<file path="src/rtl/serial_adder_pkg.sv">
// Shared types and constants for the bit-serial adder.
// State encodings and default operand width live here.
package serial_adder_pkg;

    typedef enum logic [1:0] {
        IDLE = 2'd0,
        RUN  = 2'd1,
        DONE = 2'd2
    } state_e;

    localparam int DEFAULT_N = 8;

    function automatic int cnt_width(input int n);
        return $clog2(n + 1);
    endfunction

endpackage

</file>
<file path="src/rtl/fa_dataflow.sv">
// One-bit full adder in dataflow form.
// Shared building block for serial arithmetic.
module fa_dataflow (
    input  logic a_i,
    input  logic b_i,
    input  logic ci_i,
    output logic s_o,
    output logic co_o
);

    assign s_o  = a_i ^ b_i ^ ci_i;
    assign co_o = (a_i & b_i) | (ci_i & (a_i ^ b_i));

endmodule

</file>
<file path="src/rtl/serial_adder.sv">
// Bit-serial N-bit adder: one full-adder step per clock, LSB first.
// Result is held until the next accepted request.
module serial_adder
    import serial_adder_pkg::*;
#(
    parameter int N = DEFAULT_N
) (
    input  logic         clk,
    input  logic         rst,
    input  logic         start,
    input  logic [N-1:0] a,
    input  logic [N-1:0] b,
    input  logic         ci,
    output logic [N-1:0] s,
    output logic         co,
    output logic         busy,
    output logic         done
);

    localparam int            CW   = cnt_width(N);
    localparam logic [CW-1:0] LAST = CW'(N - 1);

    state_e        state_q;
    logic [N-1:0]  a_q;
    logic [N-1:0]  b_q;
    logic [N-1:0]  s_q;
    logic [N-1:0]  a_d;
    logic [N-1:0]  b_d;
    logic [N-1:0]  s_d;
    logic [N:0]    s_ext;
    logic          c_q;
    logic [CW-1:0] cnt_q;
    logic [CW-1:0] cnt_d;
    logic          fa_s;
    logic          fa_co;

    fa_dataflow u_fa (
        .a_i  (a_q[0]),
        .b_i  (b_q[0]),
        .ci_i (c_q),
        .s_o  (fa_s),
        .co_o (fa_co)
    );

    // Sum bits enter at the MSB so the LSB lands at bit 0 after N steps.
    always_comb begin
        a_d   = a_q >> 1;
        b_d   = b_q >> 1;
        s_ext = {fa_s, s_q};
        s_d   = s_ext[N:1];
        cnt_d = cnt_q + CW'(1);
    end

    always_ff @(posedge clk) begin
        if (rst) begin
            state_q <= IDLE;
            a_q     <= '0;
            b_q     <= '0;
            s_q     <= '0;
            c_q     <= 1'b0;
            cnt_q   <= '0;
        end else begin
            unique case (state_q)
                IDLE: begin
                    if (start) begin
                        a_q     <= a;
                        b_q     <= b;
                        c_q     <= ci;
                        s_q     <= '0;
                        cnt_q   <= '0;
                        state_q <= RUN;
                    end
                end
                RUN: begin
                    a_q   <= a_d;
                    b_q   <= b_d;
                    s_q   <= s_d;
                    c_q   <= fa_co;
                    cnt_q <= cnt_d;
                    if (cnt_q == LAST) begin
                        state_q <= DONE;
                    end
                end
                DONE: begin
                    state_q <= IDLE;
                end
                default: begin
                    state_q <= IDLE;
                end
            endcase
        end
    end

    // The carry flop holds the running carry in RUN; hide it until final.
    assign s    = s_q;
    assign co   = c_q & (state_q != RUN);
    assign busy = (state_q != IDLE);
    assign done = (state_q == DONE);

endmodule

</file>
<file path="config.mk">
export PLATFORM = sky130hd
export DESIGN_NAME = serial_adder
export DESIGN_NICKNAME = d
export VERILOG_FILES = /design/src/rtl/serial_adder_pkg.sv /design/src/rtl/fa_dataflow.sv /design/src/rtl/serial_adder.sv
export SDC_FILE = /design/constraint.sdc
export NUM_CORES = 1
export LEC_CHECK = 0
export BUFFER_PORTS_ARGS = -buffer_cell sky130_fd_sc_hd__buf_2
export CORE_MARGIN = 10
export CORE_UTILIZATION = 47
export DETAILED_ROUTE_END_ITERATION = 7
export MAX_ROUTING_LAYER = met4
export PLACE_DENSITY = 0.74
export SYNTH_ARGS = -nofsm -noshare
export SYNTH_HDL_FRONTEND = slang
export SYNTH_SLANG_ARGS = --single-unit
</file>
<file path="constraint.sdc">
create_clock -name clk -period 1.2 [get_ports clk]
set_input_delay 0.24 -clock clk [delete_from_list [all_inputs] [get_ports clk]]
set_output_delay 0.24 -clock clk [all_outputs]
set_load 0.01 [all_outputs]
</file>
==> results of run 1 <==
## final cells by class
class	count	area [sq um]
Timing Repair Buffer	47	323
Fill cell	246	967
Clock buffer	7	45.0
Clock inverter	1	5.00
Inverter	5	21.3
Multi-Input combinational cell	104	798
Sequential cell	31	631
Tap cell	31	38.8
## worst reg2reg max path, stage by stage, from the launching register on
cell and delay [ns]:
sky130_fd_sc_hd__dfxtp_2 0.34, sky130_fd_sc_hd__inv_2 0.05, sky130_fd_sc_hd__fa_2 0.58, sky130_fd_sc_hd__a2bb2oi_2 0.14
sky130_fd_sc_hd__nor2_1 0.05
## metal layers
metal,up-vias,global-route usage [%]
met2,39,25.8
met3,7,4.34
met1,615,17.1
met4,0,5.04
li1,632,-
met5,-,-
## power by group
part	switching, mW	internal [mW]
combinational	0.222	0.212
clock	0.341	0.228
sequential	0.0438	1.09
total	0.606	1.53
## stage by stage
| step | setup TNS [ns] | utilization, % | cells | setup slack (ns) | cell area, sq um |
|---|---|---|---|---|---|
| after floorplan | 0 | - | 150 | 0.0127 | 1420 |
| after global placement | 0 | 57.9 | 210 | 0.0236 | 1640 |
| after detailed placement | -0.263 | 57.9 | 210 | -0.116 | 1640 |
| after CTS | -1.40 | 62.0 | 223 | -0.220 | 1750 |
| after global routing | -1.11 | 65.8 | 226 | -0.229 | 1860 |
| final | -0.512 | 65.8 | 226 | -0.180 | 1860 |
## worst paths after layout
check                                 from      to  cells after the start
worst max-delay path            state_q[1]      co                      3
worst min-delay path                  a[2]  a_q[2]                      3
worst max register to register      a_q[0]    s[7]                      4
worst min register to register      b_q[0]  b_q[0]                      2
## logic make-up after synthesis
group,share of synthesized area (%)
AO/OA/AOI/OAI,30.0
adder cells (fa/ha/maj),2.28
flip-flops,43.6
buffers and inverters,6.50
AND/OR/NAND/NOR,17.7
## what timing repair did
item                                    CTS  global route
gates cloned                              1             1
endpoints found under the hold margin     0             0
gates resized for setup                  10            23
endpoints found under the setup margin    9            34
buffers inserted                          4             3
hold buffers                              0             0
pin swaps                                 5             7
## cells in the final DEF (no fill, tap or decap), types with 3 or more instances in the layout
cell and instances:
sky130_fd_sc_hd__buf_2 30, sky130_fd_sc_hd__dfxtp_1 27, sky130_fd_sc_hd__nor2_1 25, sky130_fd_sc_hd__a211oi_2 12, sky130_fd_sc_hd__buf_4 12, sky130_fd_sc_hd__o22ai_1 8, sky130_fd_sc_hd__a22oi_1 7, sky130_fd_sc_hd__nand2_1 6
sky130_fd_sc_hd__o2bb2ai_1 6, sky130_fd_sc_hd__nor2_2 5, sky130_fd_sc_hd__a21oi_1 5, sky130_fd_sc_hd__clkbuf_4 5, sky130_fd_sc_hd__inv_2 4, sky130_fd_sc_hd__a221oi_2 3
## sequential cells by signal, summed over array words and instances, names as in the netlist
name     count
s            8
c_q          1
cnt_q        4
a_q          8
state_q      2
b_q          8
==> flow_metrics.env, run 1 <==
export IMPL_gr_usage_all_layers_pct=15.3
export IMPL_synthFlopType="sky130_fd_sc_hd__dfxtp_1"
export IMPL_run_status="finished, violations left"
export IMPL_fp_dieArea_sq_um=5630
export IMPL_setup_worst_path_class="flop to primary output"
export IMPL_worst_pin_slew_ns=0.294
export IMPL_synth_seq_area_share_pct=43.6
export IMPL_irDropWorstVdd_mv=0.797
export IMPL_wl_per_cell_um=17.6
export IMPL_synth_warnings=0
export IMPL_final_period_utilization_pct=115
export IMPL_final_critical_path_setup_slack_ns=-0.180
export IMPL_worst_setup_hold_path_clk_slew_ns=0.09
export IMPL_ios=31
export IMPL_synth_fp_nets=172
export IMPL_worst_path_largest_cell_delay_ns=0.40
export IMPL_post_layout_power_mw=2.13
export IMPL_drt_total_wl_um=3990
export IMPL_area_growth_synth_to_final_pct=30.8
export IMPL_core_area_sq_um=2830
export IMPL_worst_setup_path_end_kind="primary output"
export IMPL_avgSynthCellArea_sq_um=9.49
export IMPL_initialDrtViolationCount=125
export IMPL_grt_start_max_net_pins=14
export IMPL_yosysMostFrequentCell="sky130_fd_sc_hd__dfxtp_1"
export IMPL_netlist_top_cell_by_area="sky130_fd_sc_hd__dfxtp_1"
export IMPL_number_of_antenna_violations_at_the_first_check_in_global_routing=0
export IMPL_io_buffers=30
export IMPL_ff2ff_setup_slack_ns=-0.05
export IMPL_timing_critical_path_cells="and2b_4, nor2_2, buf_2"
export IMPL_post_route_cells_drive_above_1_share_pct=49.2
export IMPL_ctsHtreeMaxLevel=2
export IMPL_fin_skew_ns=0.00589
export IMPL_detail_route_first_pass_iterations=4
export IMPL_vias=1293
export IMPL_achievable_frequency_ghz=0.725
export IMPL_cts_root_buffer="sky130_fd_sc_hd__clkbuf_4"
export IMPL_violated_checks="negative setup slack"
export IMPL_cp_top_family="flip-flops"
export IMPL_worstHoldPathType="primary input to flop"
export IMPL_die_y_um=75.0
export IMPL_numCtsBuffers=5
export IMPL_synth_edf_count=0
export IMPL_clock_sinks=31
export IMPL_post_synth_main_area_contributors="sky130_fd_sc_hd__dfxtp_1 44%, sky130_fd_sc_hd__a211oi_2 8.8%, sky130_fd_sc_hd__nor2_1 7.9%"
export IMPL_synth_top_area_share_pct=43.6
export IMPL_timing_critical_path_fanout_max=7
export IMPL_post_synth_most_frequent_cells="31 x sky130_fd_sc_hd__dfxtp_1, 30 x sky130_fd_sc_hd__nor2_1, 10 x sky130_fd_sc_hd__a211oi_2"
export IMPL_synth_async_sr_flop_share_pct=0
export IMPL_finalWeightedCongestion=0.808
export IMPL_die_width_um=75.0
export IMPL_clock_tree_from_tritoncts="yes"
export IMPL_leakage_power_figure_nw=0.772
export IMPL_cp_required_ns=0.96
export IMPL_report_final_hold_viol_count=0
export IMPL_met2_length_um=2000
export IMPL_pwr_density_cell_nw_per_um2=1150
export IMPL_row_count=19
export IMPL_worst_path_max_delay_cell="sky130_fd_sc_hd__dfxtp_4"
export IMPL_hold_slack_ns=0.174
export IMPL_maxSlewViolCount=0
export IMPL_worst_endpoint_arrival_ns=1.14
export IMPL_post_synth_inst_count=150
export IMPL_drtAntennaViolNets=0
export IMPL_dpl_hpwl_um=2720
export IMPL_highest_signal_layer="met4"
export IMPL_wl_met3_um=226
export IMPL_grt_setup_unrepaired="true"
export IMPL_route_layer_met1_wl_um=1700
export IMPL_start_util_pct=50.3
export IMPL_drcViolationCount=0
export IMPL_worst_slew_margin_rel_pct=80.4
export IMPL_ctsLongestPathBuffers=2
export IMPL_crit_path_start_kind="flop"
export IMPL_overflow=0
export IMPL_post_synth_num_cell_types=35
export IMPL_first_global_vias=1382
export IMPL_syn_area_sq_um=1420
export IMPL_setup_viol_count_final=6
export IMPL_ant_diodes=0
export IMPL_maxCapViolCount=0
export IMPL_timing_critical_path_buf_inv=1
export IMPL_synth_ff_latch_count=31
export IMPL_final_period_minus_worst_setup_slack_ns=1.38
export IMPL_design_final_nets=216
export IMPL_worstSkewPairLatency_ns=0.32
export IMPL_first_pass_grt_wire_length_um=6530
export IMPL_avgViaCountPerCell=5.72
Note: power is estimated with default switching activity, not from simulation.
==> run 2: changes to the inputs <==
--- a/config.mk
+++ b/config.mk
@@ -7,10 +7,11 @@
 export LEC_CHECK = 0
 export BUFFER_PORTS_ARGS = -buffer_cell sky130_fd_sc_hd__buf_2
 export CORE_MARGIN = 10
-export CORE_UTILIZATION = 47
+export CORE_UTILIZATION = 57
 export DETAILED_ROUTE_END_ITERATION = 7
 export MAX_ROUTING_LAYER = met4
-export PLACE_DENSITY = 0.74
+export PLACE_DENSITY = 0.84
+export REMOVE_ABC_BUFFERS = 1
 export SYNTH_ARGS = -nofsm -noshare
 export SYNTH_HDL_FRONTEND = slang
 export SYNTH_SLANG_ARGS = --single-unit
==> constraint.sdc (replaced) <==
create_clock -name clk -period 1.8 [get_ports clk]
set_input_delay 0.36 -clock clk [delete_from_list [all_inputs] [get_ports clk]]
set_output_delay 0.36 -clock clk [all_outputs]
set_load 0.01 [all_outputs]
==> run 2 against run 1 <==
- the flow now finishes without violations
- clock power fell by 34%
- cell count fell by 7.5%
- worst hold slack improved by 0.096 ns
- core utilization rose by 0.65 points
- largest cell class unchanged
==> flow_metrics.env, run 2 (same netlist as run 1, synthesis figures left out) <==
export IMPL_run_status="complete, no violations"
export IMPL_startpoint="state_q[1]"
export IMPL_final_period_minus_worst_setup_slack_ns=1.70
export IMPL_timing_critical_path_buf_inv=2
export IMPL_setup_tns_ns=0
export IMPL_clock_tree_from_tritoncts="yes"
export IMPL_io_buffers=30
export IMPL_finalWeightedCongestion=0.769
export IMPL_drt_total_wl_um=3140
export IMPL_fp_dieArea_sq_um=4900
export IMPL_worstSkewPairLatency_ns=0.33
export IMPL_detail_route_first_pass_iterations=4
export IMPL_pre_cts_slack_ns=0.386
export IMPL_number_of_antenna_violations_at_the_first_check_in_global_routing=0
export IMPL_worst_slew_margin_rel_pct=73.8
export IMPL_overflow=0
export IMPL_final_period_utilization_pct=94.3
export IMPL_worst_pin_slew_ns=0.392
export IMPL_drcViolationCount=0
export IMPL_timing_rr_start="state_q[0]"
export IMPL_avgViaCountPerCell=5.85
export IMPL_worst_path_largest_cell_delay_ns=0.49
export IMPL_sequential_cell_area_sq_um=622
export IMPL_area_growth_synth_to_final_pct=13.5
export IMPL_placed_area_sq_um=1570
export IMPL_dpl_hpwl_um=2260
export IMPL_timing_critical_path_fanout_max=15
export IMPL_globalRouteMet3Util_pct=5.37
export IMPL_die_width_um=70.0
export IMPL_ctsLongestPathBuffers=2
export IMPL_fin_skew_ns=0.00575
export IMPL_post_route_cells_drive_above_1_share_pct=31.8
export IMPL_timing_critical_path_cells="inv_2, nor2_1, buf_2"
export IMPL_grt_met1_usage_pct=15.4
export IMPL_irDropWorstVdd_mv=0.755
export IMPL_ant_diodes=0
export IMPL_numCtsBuffers=5
export IMPL_die_y_um=70.0
export IMPL_clock_sinks=31
export IMPL_grt_start_max_net_pins=18
export IMPL_start_util_pct=58.5
export IMPL_maxCapViolCount=0
export IMPL_leakage_power_figure_nw=0.666
export IMPL_worst_endpoint_arrival_ns=1.34
export IMPL_ctsHtreeMaxLevel=2
export IMPL_achievable_frequency_ghz=0.589
export IMPL_setup_worst_path_class="flop to primary output"
export IMPL_cp_top_family="flip-flops"
export IMPL_maxSlewViolCount=0
export IMPL_min_from="a[2]"
export IMPL_grt_setup_unrepaired="false"
export IMPL_drtAntennaViolNets=0
export IMPL_worst_path_max_delay_cell="sky130_fd_sc_hd__dfxtp_1"
export IMPL_pwr_density_cell_nw_per_um2=826
export IMPL_report_final_hold_viol_count=0
export IMPL_row_count=18
export IMPL_wl_per_cell_um=15.0
export IMPL_core_area_sq_um=2430
export IMPL_setup_viol_count_final=0
export IMPL_layout_core_utilization_pct=66.5
export IMPL_cts_root_buffer="sky130_fd_sc_hd__clkbuf_4"
export IMPL_final_critical_path_setup_slack_ns=0.103
export IMPL_final_cell_area_sq_um=1620
export IMPL_busiest_layer="met2"
export IMPL_worst_setup_path_end_kind="primary output"
export IMPL_ios=31
export IMPL_grt_util_met2_pct=22.3
export IMPL_gr_usage_all_layers_pct=14.0
export IMPL_layout_cells_most_common_list="30 x sky130_fd_sc_hd__nor2_1, 30 x sky130_fd_sc_hd__dfxtp_1, 30 x sky130_fd_sc_hd__buf_2"
export IMPL_first_global_vias=1318
export IMPL_vias=1222
export IMPL_crit_path_start_kind="flop"
export IMPL_worst_setup_hold_path_clk_slew_ns=0.09
export IMPL_design_final_nets=200
export IMPL_first_pass_grt_wire_length_um=5690
export IMPL_multi_input_area_sq_um=711
export IMPL_n_fill_cell=226
export IMPL_cp_required_ns=1.44
export IMPL_worstHoldPathType="primary input to flop"
export IMPL_initialDrtViolationCount=76
-- run 2: cell count changes in the layout (fill, tap and decap cells not counted), moves of 3 or more --
cell                       before  now
sky130_fd_sc_hd__dfxtp_1       27   30
sky130_fd_sc_hd__nor2_1        25   30
sky130_fd_sc_hd__a221oi_1       0    3
sky130_fd_sc_hd__buf_4         12    1
sky130_fd_sc_hd__nor2_2         5    0
sky130_fd_sc_hd__inv_1          0    3
sky130_fd_sc_hd__a221oi_2       3    0
-- run 2: worst register-to-register path, delay by kind of cell, from the launching register on --
| kind | cells | cell delay (ns) |
|---|---|---|
| DFF | 1 | 0.39 |
| AOI/OAI and AO/OA | 3 | 0.70 |
| buffers and inverters | 1 | 0.19 |
-- run 2: worst paths after layout --
path              endpoint  slack (ns)  cells past startpoint
setup reg to reg    a_q[1]        0.46                      4
hold reg to reg     a_q[0]        0.50                      2
setup / recovery      done        0.10                      3
hold / removal      a_q[2]        0.27                      3
-- run 2: repair_timing --
item	4_1_cts	5_1_grt
endpoints found under the setup margin	0	1
setup buffers	0	0
hold endpoints to repair	0	0
hold buffers	0	0
resized for setup	0	1
-- run 2: where the power goes --
part           internal (mW)  total, mW  switching (mW)
sequential             0.726      0.752          0.0266
combinational         0.0936      0.205           0.111
clock                  0.152      0.378           0.226
-- run 2: metal layers --
layer / up-vias / routed length, um / share of wire, %
met1: 577 / 1410 / 45
met2: 39 / 1450 / 46
met4: 0 / 41 / 1.3
met5: - / 0 / 0
li1: 601 / - / -
met3: 5 / 243 / 7.7
-- run 2: final cells by class --
cell class                      count  share of cell area (%)
Clock buffer                        7                    2.79
Multi-Input combinational cell    103                    44.0
Sequential cell                    31                    38.5
Timing Repair Buffer               32                    11.0
Tap cell                           30                    2.32
Inverter                            5                    1.16
Clock inverter                      1                   0.310
-- run 2: through the flow --
step	hold slack, ns	instances	power (mW)
2_1_floorplan	0.425	139	0.892
3_3_place_gp	0.483	201	0.964
3_5_place_dp	0.485	201	0.972
4_1_cts	0.261	209	1.35
5_1_grt	0.268	209	1.41
6_report	0.270	209	1.34
